File: src/rtl/imm_gen_pipe.sv
// imm_gen_pipe: pipelined RV32/RV64 immediate generator with opcode auto-decode,
// illegal-opcode flag and a two-entry (main + skid) output buffer.
module imm_gen_pipe #(
    parameter int XLEN        = 32,
    parameter bit AUTO_DECODE = 1'b1
) (
    input  logic            clk,
    input  logic            rst_n,
    input  logic            flush_in,
    input  logic            in_valid,
    output logic            in_ready,
    input  logic [31:0]     instruction_in,
    input  logic [2:0]      imm_type_in,
    output logic            out_valid,
    input  logic            out_ready,
    output logic [XLEN-1:0] imm_out,
    output logic [2:0]      imm_type_out,
    output logic [31:0]     instruction_out,
    output logic            illegal_out
);
    localparam logic [2:0] T_NONE = 3'd0, T_I = 3'd1, T_S = 3'd2, T_B = 3'd3,
                           T_U = 3'd4, T_J = 3'd5, T_Z = 3'd6;
    localparam int W = XLEN + 36;

    logic [2:0]      dec_type, sel_type;
    logic            dec_ill, sel_ill;
    logic [31:0]     lo;
    logic [XLEN-1:0] imm;
    logic [W-1:0]    new_e, main_q, main_d, skid_q, skid_d;
    logic            main_v_q, main_v_d, skid_v_q, skid_v_d;
    logic            in_x, out_x;

    always_comb begin
        dec_type = T_NONE;
        dec_ill  = 1'b0;
        case (instruction_in[6:0])
            7'b0010011, 7'b0000011, 7'b1100111: dec_type = T_I;
            7'b0100011:                         dec_type = T_S;
            7'b1100011:                         dec_type = T_B;
            7'b0110111, 7'b0010111:             dec_type = T_U;
            7'b1101111:                         dec_type = T_J;
            7'b1110011:                         dec_type = instruction_in[14] ? T_Z : T_NONE;
            7'b0110011, 7'b0001111:             dec_type = T_NONE;
            default:                            dec_ill  = 1'b1;
        endcase
    end

    assign sel_type = AUTO_DECODE ? dec_type : ((imm_type_in > T_Z) ? T_NONE : imm_type_in);
    assign sel_ill  = AUTO_DECODE && dec_ill;

    always_comb begin
        lo = (sel_type == T_I) ? {{20{instruction_in[31]}}, instruction_in[31:20]} :
             (sel_type == T_S) ? {{20{instruction_in[31]}}, instruction_in[31:25], instruction_in[11:7]} :
             (sel_type == T_B) ? {{20{instruction_in[31]}}, instruction_in[7], instruction_in[30:25],
                                  instruction_in[11:8], 1'b0} :
             (sel_type == T_U) ? {instruction_in[31:12], 12'b0} :
             (sel_type == T_J) ? {{12{instruction_in[31]}}, instruction_in[19:12], instruction_in[20],
                                  instruction_in[30:21], 1'b0} :
             (sel_type == T_Z) ? {27'b0, instruction_in[19:15]} : 32'b0;
    end

    // Bit 31 of lo is the sign for every format (Z has it cleared), so one widening covers RV64.
    assign imm   = XLEN'($signed(lo));
    assign new_e = {sel_ill, sel_type, instruction_in, imm};
    assign in_x  = in_valid && !skid_v_q;
    assign out_x = main_v_q && out_ready;

    always_comb begin
        main_d   = main_q;
        skid_d   = skid_q;
        main_v_d = main_v_q;
        skid_v_d = skid_v_q;
        if (flush_in) begin
            main_v_d = 1'b0;
            skid_v_d = 1'b0;
        end else if (skid_v_q) begin
            if (out_x) begin
                main_d   = skid_q;
                skid_v_d = 1'b0;
            end
        end else if (in_x) begin
            if (!main_v_q || out_x) begin
                main_d   = new_e;
                main_v_d = 1'b1;
            end else begin
                skid_d   = new_e;
                skid_v_d = 1'b1;
            end
        end else if (out_x) begin
            main_v_d = 1'b0;
        end
    end

    always_ff @(posedge clk or negedge rst_n) begin
        if (!rst_n) begin
            main_q   <= '0;
            skid_q   <= '0;
            main_v_q <= 1'b0;
            skid_v_q <= 1'b0;
        end else begin
            main_q   <= main_d;
            skid_q   <= skid_d;
            main_v_q <= main_v_d;
            skid_v_q <= skid_v_d;
        end
    end

    assign {illegal_out, imm_type_out, instruction_out, imm_out} = main_q;
    assign out_valid = main_v_q;
    assign in_ready  = !skid_v_q;
endmodule

File: config.mk
export PLATFORM = sky130hd
export DESIGN_NAME = imm_gen_pipe
export DESIGN_NICKNAME = d
export VERILOG_FILES = /design/src/rtl/imm_gen_pipe.sv
export SDC_FILE = /design/constraint.sdc
export NUM_CORES = 1
export LEC_CHECK = 0
export ABC_CLOCK_PERIOD_IN_PS = 3350
export BUFFER_PORTS_ARGS = -buffer_cell sky130_fd_sc_hd__clkbuf_2
export CAP_MARGIN = 20
export CORE_AREA = 4 4 77 150
export DETAILED_ROUTE_END_ITERATION = 10
export DIE_AREA = 0 0 81 154
export GPL_TIMING_DRIVEN = 0
export PLACE_DENSITY = 0.83
export SYNTH_ARGS = -nofsm -noshare
export SYNTH_HDL_FRONTEND = slang
export SYNTH_SLANG_ARGS = --single-unit
File: constraint.sdc
create_clock -name clk -period 3.35 [get_ports clk]
set_input_delay 0 -clock clk [delete_from_list [all_inputs] [get_ports clk]]
set_output_delay 0 -clock clk [all_outputs]
set_load 0.01 [all_outputs]
; ---- After elaboration in Yosys (flattened, before gate mapping)
; Cells that the tools add are included.
[totals]
in_bits = 40
elab_cells = 64
register_bits = 138
out_inout_bits = 70
[classes]
reduce_logical = 14
n_eq_ne = 20
muxes = 23
bitwise = 3
[ops]
columns = operator, count
row1 = 68-bit two-way mux, 4
row2 = 32-bit two-way mux, 5
row3 = 7-bit == test (second input constant), 4
row4 = 7-bit by 6-bit == test with 1-bit output (second input constant), 3
row5 = 3-bit case mux with 6 select lines, 1
row6 = 7-bit by 5-bit == test with 1-bit output (second input constant), 2
row7 = 1-bit two-way mux, 11
row8 = 11-bit OR reduction, 1
row9 = 3-bit == test (second input constant), 3
row10 = 4-bit AND reduction, 2
row11 = 7-bit by 2-bit == test with 1-bit output (second input constant), 1
row12 = 7-bit by 4-bit == test with 1-bit output (second input constant), 1
row13 = 3-bit by 2-bit == test with 1-bit output (second input constant), 2
row14 = 5-bit two-way mux, 1
row15 = 2-bit nonzero test, 2
row16 = 3-bit by 1-bit == test with 1-bit output (second input constant), 1
row17 = 3-bit two-way mux, 1
row18 = 3-bit by 2-bit inequality test with 1-bit output (second input constant), 1
row19 = 1-bit NOT, 3
row20 = 3-bit AND reduction, 1
row21 = 3-bit nonzero test, 1
row22 = 3-bit OR reduction, 1
row23 = 1-bit logical AND, 2
row24 = 1-bit logical NOT, 2
row25 = other kinds (4), 4

; ---- Logic depth before layout (Yosys ltp)
; Gate-level depths: netlist of run 1.
[depth]
word_depth = 13
mapped_depth = 8
mapped_depth_nobuf = 5

; ---- Worst setup path before layout of run 1
; Ideal clock, no wire load.
[synth_timing]
kind = register -> register
start = register main_v_q, in the netlist out_valid
end = register main_q[15]
stages_incl_launch_ff = 8
period_less_slack_ps = 1665
n_path_buf = 2
setup_slack_ps = 1685
setup_ps = 125
required_time_ps = 3225
arrival_ps = 1540
cell_sequence = dfrtp_1 -> nor2b_1 -> a211o_1 -> buf_2 -> clkbuf_2 -> or3_1 -> o21ai_1 -> a21oi_1
[synth_between]
elab_chain_cells = 4
word_cells_on_any_way = 6
classes_between = eq/ne: 1 / reduce/logical: 5
[synth_rtl]
columns = element, line_no
row1 = start: declaration, 30  ; logic main_v_q, main_v_d, skid_v_q, skid_v_d;
row2 = start signal: assignment, 103  ; main_v_q <= main_v_d;
row3 = 1-bit logical NOT / 1-bit logical AND (equally long branches), "82, 66"
row4 = 1-bit logical OR, 82  ; if (!main_v_q || out_x) begin
row5 = 2-bit nonzero test (no line), -
row6 = 4-bit AND reduction (no line) *, -
row7 = end signal: assignment, 101  ; main_q <= main_d;
row8 = end: declaration, 29  ; logic [W-1:0] new_e, main_q, main_d, skid_q, skid_d;
; Every way passes the cells marked *; elsewhere a longest branch is shown, timed or not.
; A chain may end at the register's enable or synchronous reset.

; ---- Worst setup path in the final report of run 1
[layout_timing]
start = register skid_v_q
end = register skid_q[30]
[layout_between]
elab_chain_cells = 3
word_cells_on_any_way = 4
classes_between = bitwise: 1 / reduce/logical: 3
[layout_rtl]
columns = element, line_no
row1 = start: declaration, 30
row2 = start signal: assignment, 104  ; skid_v_q <= skid_v_d;
row3 = 1-bit logical NOT, 65  ; assign in_x = in_valid && !skid_v_q;
row4 = 1-bit logical AND, 65
row5 = 4-bit AND reduction (no line) *, -
row6 = end signal: assignment, 102  ; skid_q <= skid_d;
row7 = end: declaration, 29
; Marked as above.

==> run_results.csv, run 1 <==
group,metric,value,unit
outcome,status,"completed",
timing,period_needed,2.47,ns
worst_setup_path,cp.arrival,2.81,ns
synth,synthFlopType,"dfrtp_1",
clock_tree,cts.repair.resized,0,
synth,ys_warn_count,0,
global_routing,grt_usage,31.8,%
clock_tree,clock_latency,0.42,ns
timing,fin_setup_tns,0,ns
global_routing,grt_pass1_wl,29800,microns
route,drt-initial-drc-count,507,
clock_tree,root_buffer,"clkbuf_16",
timing,maxSlewHeadroom,21.6,%
synth,yosysSeqAreaShare,56.4,%
synth,synth_top_area_cell,"dfrtp_1",
clock_tree,cts_tree,"built",
synth,synth_area_leaders,"dfrtp_1 56%, nand2_1 10%, o21ai_0 6.0%",
synth,synth_top_area_share,56.4,%
route,drt-total-wl,18600,microns
route,drt_first_pass_iters,6,
die,io_pins,110,
clock_tree,cts_setup_buffers,0,
global_routing,antenna_found_initial,0,
synth,synthArstFlopShare,100,%
route,num_vias,5716,
clock_tree,cts_max_path_buffers,2,
job,maxCapViolCount,0,
power,powerDensity,656,mW/mm^2
worst_setup_path,critPathLaunchType,"flop",
synth,syn_area,0.00612,sq mm
global_routing,grt_pass1_vias,5921,
timing,rsz0062_at_grt,"no",
placed_design,port_buffers,106,
min_path,hp-class,"input pin to asynchronous set/reset pin",
die,dieArea,0.0125,sq mm
synth,ys_types,51,
finish,final_util,74.6,%
worst_setup_path,cp-startpoint,"skid_v_q",
synth,synth_nets,691,
die,die_h,154,microns
synth,syn_inst,651,
timing,fin_skew,0.00484,ns
power,worst_ir_drop_vdd,0.472,mV
timing,hold_violations,0,
clock_tree,htreeDepth,4,
global_routing,grt_max_degree,110,
synth,ys_ff_latch,138,
die,start_util,58.4,%
synth,synth_edf_count,0,
clock_tree,hold_buffers,32,
die,die_w,81,microns
timing,timing.final.crit_share,73.9,%
finish,layout.nets,849,
placed_design,gp_congestion,0.873,
timing,tightest_slew,1.17,ns
clock_tree,path_clk_slew,0.06,ns
finish,drive_gt1_share,20.0,%
worst_setup_path,cp.required,3.69,ns
power,p_leak,0.00365,uW
clock_tree,cts_buffers,17,
route,drtAntennaViolNets,0,
route,drc_errors,0,
worst_setup_path,endpoint_kind,"flop",
clock_tree,cts_sinks,138,
finish,stdcell_area,0.00782,sq mm
power,p_total,5130,uW
die,fp-row-count,53,
placed_design,hpwlAfterDp,12900,microns
worst_setup_path,critPathMaxFanout,10,
global_routing,grt_overflow,0,
timing,max_freq,404,MHz
placed_design,placed_area,0.00686,sq mm
timing,setup_viol,0,
synth,synth.avg_cell_area,9.40,sq um
finish,antenna_cells,0,
timing,slew_viol_final,0,
worst_setup_path,crit_type,"flop to flop",
finish,area_delta_synth_final,27.8,%
worst_setup_path,reg2reg_from,"skid_v_q",
route,detail_route.wl_per_cell,19.4,microns
route,viasPerCell,5.96,
die,fp.coreArea,0.0105,sq mm
synth,ys_top_cells_by_count,"166 x nand2_1, 138 x dfrtp_1, 73 x o21ai_0, 51 x a21oi_1, 45 x nor2_1",
timing,timing.hold.ws,0.0406,ns
synth,synth_most_common_cell,"nand2_1",
[through the flow]
step / setup slack (ns) / std cells
2_1_floorplan: 1.69 / 651
3_3_place_gp: 0.228 / 894
3_5_place_dp: 1.02 / 895
4_1_cts: 0.936 / 959
5_1_grt: 0.875 / 959
6_report: 0.876 / 959
[cell type report]
type                            instances  area [sq um]
Multi-Input combinational cell        464          2450
Sequential cell                       138          3450
Clock inverter                         11           193
Tap cell                              137           171
Clock buffer                           21           450
Buffer                                 45           201
Inverter                                4          15.0
Fill cell                             742          2660
Timing Repair Buffer                  139           887
[final timing paths]
path                              endpoint  slack [ns]  depth (start not counted)
worst min-delay path            main_q[10]        0.04                          2
min in group clk                skid_q[37]        0.04                          4
worst max register to register  skid_q[30]        0.88                          5
worst max-delay path            skid_q[30]        0.88                          5
max in group asynchronous       main_q[13]        2.52                          3
worst min register to register  skid_q[33]        0.47                          2
[cell families after synthesis]
| logic type | share of synthesized area, % |
|---|---|
| AND/OR/NAND/NOR | 19.0 |
| AO/OA/AOI/OAI | 15.6 |
| flip-flops | 56.4 |
| buffers and inverters | 3.54 |
| multiplexers | 5.42 |
[flip-flops by register name (all words and copies together) (netlist names)]
signal     flops
main_q        68
skid_v_q       1
skid_q        68
out_valid      1
[placed cells by master (no fill, tap or decap), types with 2 or more instances in the layout]
cell type / instances
nand2_1: 166
dfrtp_1: 138
clkbuf_2: 106
o21ai_0: 73
a21oi_1: 51
nor2_1: 45
mux2i_1: 32
dlygate4sd3_1: 32
clkbuf_1: 26
or3_1: 22
clkbuf_16: 17
buf_2: 16
o21ai_1: 9
a221oi_1: 6
o22ai_1: 5
bufinv_16: 5
inv_1: 4
a222oi_1: 4
nor3_1: 4
nor2b_1: 3
and3_1: 3
o21a_1: 3
nand3_1: 3
buf_1: 3
a211oi_1: 2
nand2b_1: 2
nand2_2: 2
and2_1: 2
a31oi_1: 2
nor4b_1: 2
nor2_4: 2
clkbuf_8: 2
clkinv_2: 2
clkinvlp_4: 2
[critical path, cell delays in order, from the launching register on]
cell and delay [ns]:
dfrtp_1 0.38, nand2b_1 0.24, nor3_1 0.92, clkbuf_1 0.58, nor2_1 0.10, a21oi_1 0.17
[per-layer routing]
metal	vias up	wire, microns	GRT usage (%)
met5	-	0	0
li1	2558	-	-
met3	79	1220	6.27
met2	309	10000	54.0
met4	0	993	19.8
met1	2770	6390	35.3
[power breakdown]
group          switching, uW  internal [uW]
Clock                    706           1340
Sequential               202           2000
Combinational            520            354
Note: power is estimated with default switching activity, not from simulation.
==> inputs of run 2 (changes only) <==
==> config.mk (replaced) <==
export PLATFORM = sky130hd
export DESIGN_NAME = imm_gen_pipe
export DESIGN_NICKNAME = d
export VERILOG_FILES = /design/src/rtl/imm_gen_pipe.sv
export SDC_FILE = /design/constraint.sdc
export NUM_CORES = 1
export LEC_CHECK = 0
export ABC_CLOCK_PERIOD_IN_PS = 2550
export BUFFER_PORTS_ARGS = -buffer_cell sky130_fd_sc_hd__clkbuf_2
export CAP_MARGIN = 20
export CORE_AREA = 4 4 79 155
export DETAILED_ROUTE_END_ITERATION = 10
export DIE_AREA = 0 0 83 159
export GPL_TIMING_DRIVEN = 0
export PLACE_DENSITY = 0.79
export SYNTH_ARGS = -nofsm -noshare
export SYNTH_HDL_FRONTEND = slang
export SYNTH_SLANG_ARGS = --single-unit
==> constraint.sdc (replaced) <==
create_clock -name clk -period 2.55 [get_ports clk]
set_input_delay 0 -clock clk [delete_from_list [all_inputs] [get_ports clk]]
set_output_delay 0 -clock clk [all_outputs]
set_load 0.01 [all_outputs]
==> run_results.csv, run 2 (synthesized netlist as in run 1, its figures left out) <==
group,metric,value,unit
finish,regArea,0.00345,sq mm
timing,maxSlewHeadroom,27.1,%
finish,n_fill_cell,870,
timing,fin_setup_tns,0,ns
timing,tightest_slew,1.09,ns
power,switchingPower,1870,uW
worst_setup_path,cp.arrival,2.74,ns
job,maxCapViolCount,0,
route,drt-initial-drc-count,443,
finish,top_regs,"main_q: 68 flops, skid_q: 68 flops",
timing,fin_skew,0.00577,ns
power,p_sw_share,30.1,%
worst_setup_path,cp_slowest_cell,"nor3_1",
timing,timing.final.crit_share,94.3,%
finish,multi_input_comb_area,0.00245,sq mm
outcome,status,"completed",
finish,final_util,70.3,%
worst_setup_path,path_delay_family,"simple AND/OR/NAND/NOR gates",
worst_setup_path,crit_path_cell_trace,"nand2b_1, nor3_1, clkbuf_1, nor2_1, a21oi_1",
worst_setup_path,crit_type,"flop to flop",
finish,drive_gt1_share,20.0,%
finish,area_delta_synth_final,25.8,%
clock_tree,cts_max_path_buffers,2,
die,start_util,55.9,%
clock_tree,cts_sinks,138,
timing,setup_viol,0,
worst_setup_path,critPathMaxFanout,10,
die,fp-row-count,54,
power,p_clk_share,35.1,%
route,drt-total-wl,18500,microns
clock_tree,hold_buffers,32,
placed_design,port_buffers,106,
timing,rsz0062_at_grt,"no",
placed_design,gp_congestion,0.964,
clock_tree,root_buffer,"clkbuf_16",
die,fp.coreArea,0.0109,sq mm
clock_tree,htreeDepth,4,
timing,slew_viol_final,0,
power,p_int,4350,uW
power,powerDensity,808,mW/mm^2
worst_setup_path,critPathLaunchType,"flop",
timing,fin_ws,0.146,ns
placed_design,dp.cells,898,
route,num_vias,5616,
clock_tree,clock_latency,0.41,ns
finish,final_cell_mix,"166 x nand2_1, 138 x dfrtp_1, 106 x clkbuf_2",
worst_setup_path,r2r_slack,0.15,ns
worst_setup_path,max_stage_delay,0.86,ns
worst_setup_path,crit_buf_inv,1,
worst_setup_path,endpoint_kind,"flop",
route,drt_first_pass_iters,8,
power,p_seq_share,46.5,%
power,p_comb_share,18.3,%
die,die_h,159,microns
global_routing,grt_pass1_vias,5916,
power,p_leak,0.00360,uW
global_routing,grt_usage,29.0,%
placed_design,hpwlAfterDp,13100,microns
timing,hold_violations,0,
placed_design,pre_cts_ws,0.213,ns
route,drtAntennaViolNets,0,
power,p_total,6220,uW
clock_tree,cts_setup_buffers,0,
global_routing,grt_overflow,0,
finish,layout_commonest_cell,"nand2_1",
clock_tree,cts_buffers,17,
route,detail_route.wl_per_cell,19.3,microns
min_path,hp-class,"input pin to flop",
finish,final_cells,960,
timing,max_freq,416,MHz
power,worst_ir_drop_vdd,0.532,mV
worst_setup_path,reg2reg_from,"skid_v_q",
route,drc_errors,0,
die,dieArea,0.0132,sq mm
finish,antenna_cells,0,
die,io_pins,110,
worst_setup_path,cp-startpoint,"skid_v_q",
finish,layout.nets,849,
min_path,min_from,"instruction_in[4]",
die,die_w,83,microns
global_routing,antenna_found_initial,0,
clock_tree,cts_tree,"built",
global_routing,grt_pass1_wl,30400,microns
worst_setup_path,cp.required,2.89,ns
global_routing,grt_max_degree,93,
timing,period_needed,2.40,ns
route,viasPerCell,5.85,
clock_tree,cts.repair.resized,0,
clock_tree,path_clk_slew,0.06,ns
-- run 2: through the flow --
| stage | area, sq um | hold WS [ns] |
|---|---|---|
| after floorplan | 6120 | -0.296 |
| after global placement | 6820 | 0.210 |
| after detailed placement | 6860 | -0.0317 |
| after CTS | 7700 | 0.0154 |
| after global routing | 7700 | 0.0690 |
| final | 7700 | 0.0248 |
-- run 2: path summary, 6_finish.rpt --
| path | cells past startpoint | to |
|---|---|---|
| max | 5 | skid_q[28] |
| min | 3 | skid_q[36] |
| max reg2reg | 5 | skid_q[28] |
| min reg2reg | 2 | skid_q[33] |
| max in group asynchronous | 3 | main_q[13] |
| min in group asynchronous | 2 | skid_v_q |
-- run 2: tightest hold or removal path: cells and delay by family --
kind	cells	cell delay (ns)
buffers and inverters	2	0.23
AOI/OAI and AO/OA	1	0.17
-- run 2: area by class of cell --
type | count | share of cell area, %
Clock buffer | 19 | 5.75
Clock inverter | 11 | 0.975
Timing Repair Buffer | 139 | 11.5
Tap cell | 140 | 2.28
Multi-Input combinational cell | 464 | 31.8
Inverter | 4 | 0.195
Buffer | 45 | 2.62
Sequential cell | 138 | 44.9
-- run 2: routing by layer --
metal	up-vias	GRT usage (%)	share of wire (%)
li1	2546	-	-
met1	2754	31.7	35
met2	265	52.3	55
met3	51	6.37	6.0
met4	0	13.8	3.3
met5	-	0	0
-- run 2: power by group through the flow --
stage          clock (uW)  combinational (uW)  sequential (uW)
3_5_place_dp            0                1090             2910
3_3_place_gp            0                1050             2890
4_1_cts              2200                1140             2880
5_1_grt              2290                1280             2930
6_report             2190                1140             2890
2_1_floorplan           0                 511             2960
==> inputs of run 3 (changes only) <==
--- a/config.mk
+++ b/config.mk
@@ -12,7 +12,7 @@
 export DETAILED_ROUTE_END_ITERATION = 10
 export DIE_AREA = 0 0 83 159
 export GPL_TIMING_DRIVEN = 0
-export PLACE_DENSITY = 0.79
+export PLACE_DENSITY = 0.75
 export SYNTH_ARGS = -nofsm -noshare
 export SYNTH_HDL_FRONTEND = slang
 export SYNTH_SLANG_ARGS = --single-unit
==> run_results.csv, run 3 (synthesized netlist as in run 1, its figures left out) <==
group,metric,value,unit
outcome,status,"completed",
die,die_h,159,microns
placed_design,hpwlAfterDp,12900,microns
timing,period_needed,2.17,ns
route,drtAntennaViolNets,0,
clock_tree,cts_tree,"built",
finish,antenna_cells,0,
clock_tree,clock_latency,0.41,ns
route,drt_first_pass_iters,5,
finish,layout.nets,849,
worst_setup_path,critPathLaunchType,"flop",
finish,final_cell_mix,"166 x nand2_1, 138 x dfrtp_1, 106 x clkbuf_2",
finish,drive_gt1_share,20.3,%
timing,max_freq,461,MHz
job,maxCapViolCount,0,
finish,layout_commonest_cell,"nand2_1",
die,dieArea,0.0132,sq mm
timing,slew_viol_final,0,
global_routing,use_met2,51.6,%
route,drc_errors,0,
timing,fin_skew,0.00466,ns
finish,stdcell_area,0.00781,sq mm
clock_tree,cts_buffers,17,
clock_tree,cts_sinks,138,
timing,hold_violations,0,
die,start_util,55.9,%
global_routing,groute.layer.met1.usage,31.9,%
die,die_w,83,microns
worst_setup_path,crit_type,"flop to flop",
route,drt-total-wl,18300,microns
global_routing,grt_max_degree,94,
timing,fin_setup_tns,0,ns
die,fp-row-count,54,
worst_setup_path,endpoint_kind,"flop",
finish,top_regs,"main_q: 68 flops, skid_q: 68 flops",
die,io_pins,110,
timing,maxSlewHeadroom,46.1,%
timing,setup_viol,0,
power,p_leak,0.00364,uW
die,fp.coreArea,0.0109,sq mm
worst_setup_path,critPathMaxFanout,10,
global_routing,grt_pass1_wl,30400,microns
finish,area_delta_synth_final,27.6,%
timing,rsz0062_at_grt,"no",
timing,tightest_slew,0.808,ns
power,worst_ir_drop_vdd,0.676,mV
global_routing,grt_pass1_vias,5958,
route,viasPerCell,5.89,
global_routing,grt_busiest_layer,"met2",
global_routing,grt_usage,28.7,%
clock_tree,path_clk_slew,0.06,ns
clock_tree,cts_max_path_buffers,2,
route,drt-initial-drc-count,404,
min_path,hp-class,"input pin to flop",
clock_tree,cts_setup_buffers,0,
worst_setup_path,cp.required,2.88,ns
global_routing,grt_overflow,0,
placed_design,port_buffers,106,
placed_design,placed_area,0.00686,sq mm
clock_tree,root_buffer,"clkbuf_16",
route,detail_route.wl_per_cell,19.1,microns
worst_setup_path,cp.arrival,2.50,ns
global_routing,antenna_found_initial,0,
placed_design,gp_congestion,1.04,
clock_tree,htreeDepth,4,
global_routing,met3_usage,6.53,%
timing,timing.final.crit_share,85.2,%
finish,n_fill_cell,864,
route,num_vias,5663,
power,powerDensity,848,mW/mm^2
-- run 3: final timing paths --
kind                                    from  cells after the start    endpoint  slack (ns)
max                                 skid_v_q                      5  skid_q[30]        0.38
min                        instruction_in[4]                      3  skid_q[36]        0.02
max reg2reg                         skid_v_q                      5  skid_q[30]        0.38
min reg2reg                       skid_q[35]                      2  skid_q[35]        0.48
max in group asynchronous              rst_n                      3  main_q[16]        1.69
min in group asynchronous              rst_n                      2  main_q[10]        0.08
-- run 3: worst max-delay path: stages (launching register included) --
cell	delay, ns
dfrtp_1	0.37
nand2b_1	0.25
nor3_2	0.56
clkbuf_1	0.58
nor2_1	0.13
a21oi_1	0.19
-- run 3: layer usage --
layer | vias up | part of all wire (%) | routed length, microns
li1 | 2552 | - | -
met1 | 2781 | 36 | 6530
met2 | 264 | 54 | 9960
met3 | 66 | 6.3 | 1160
met4 | 0 | 3.8 | 695
met5 | - | 0 | 0
-- run 3: power by group --
part / internal [uW] / switching [uW]
clock network: 1640 / 942
registers: 2630 / 264
logic: 465 / 677
-- run 3: timing repair --
item                                    in CTS  in global routing
hold endpoints to repair                   241                  0
hold buffers                                32                  0
endpoints found under the setup margin       0                  1
resized for setup                            0                  1
-- run 3: area by class of cell --
type                       instances  area (sq um)  area share [%]
tap                              140           175            2.24
inverter                           4          15.0           0.192
sequential                       138          3450            44.2
clock buffer                      22           484            6.20
multi-input combinational        464          2450            31.4
buffer                            45           201            2.58
clock inverter                    10           140            1.79
timing repair buffer             139           887            11.4
-- run 3: stage by stage --
| step | cells | power, uW | hold WS, ns | setup slack (ns) | util [%] |
|---|---|---|---|---|---|
| after floorplan | 651 | 3470 | -0.296 | 0.885 | - |
| after global placement | 897 | 3940 | 0.215 | -0.655 | 62.3 |
| after detailed placement | 898 | 4010 | -0.0380 | 0.215 | 62.7 |
| after CTS | 962 | 6610 | 0.00969 | 0.0779 | 71.3 |
| after global routing | 962 | 6910 | 0.0680 | 0.309 | 71.4 |
| final | 962 | 6620 | 0.0214 | 0.378 | 71.4 |
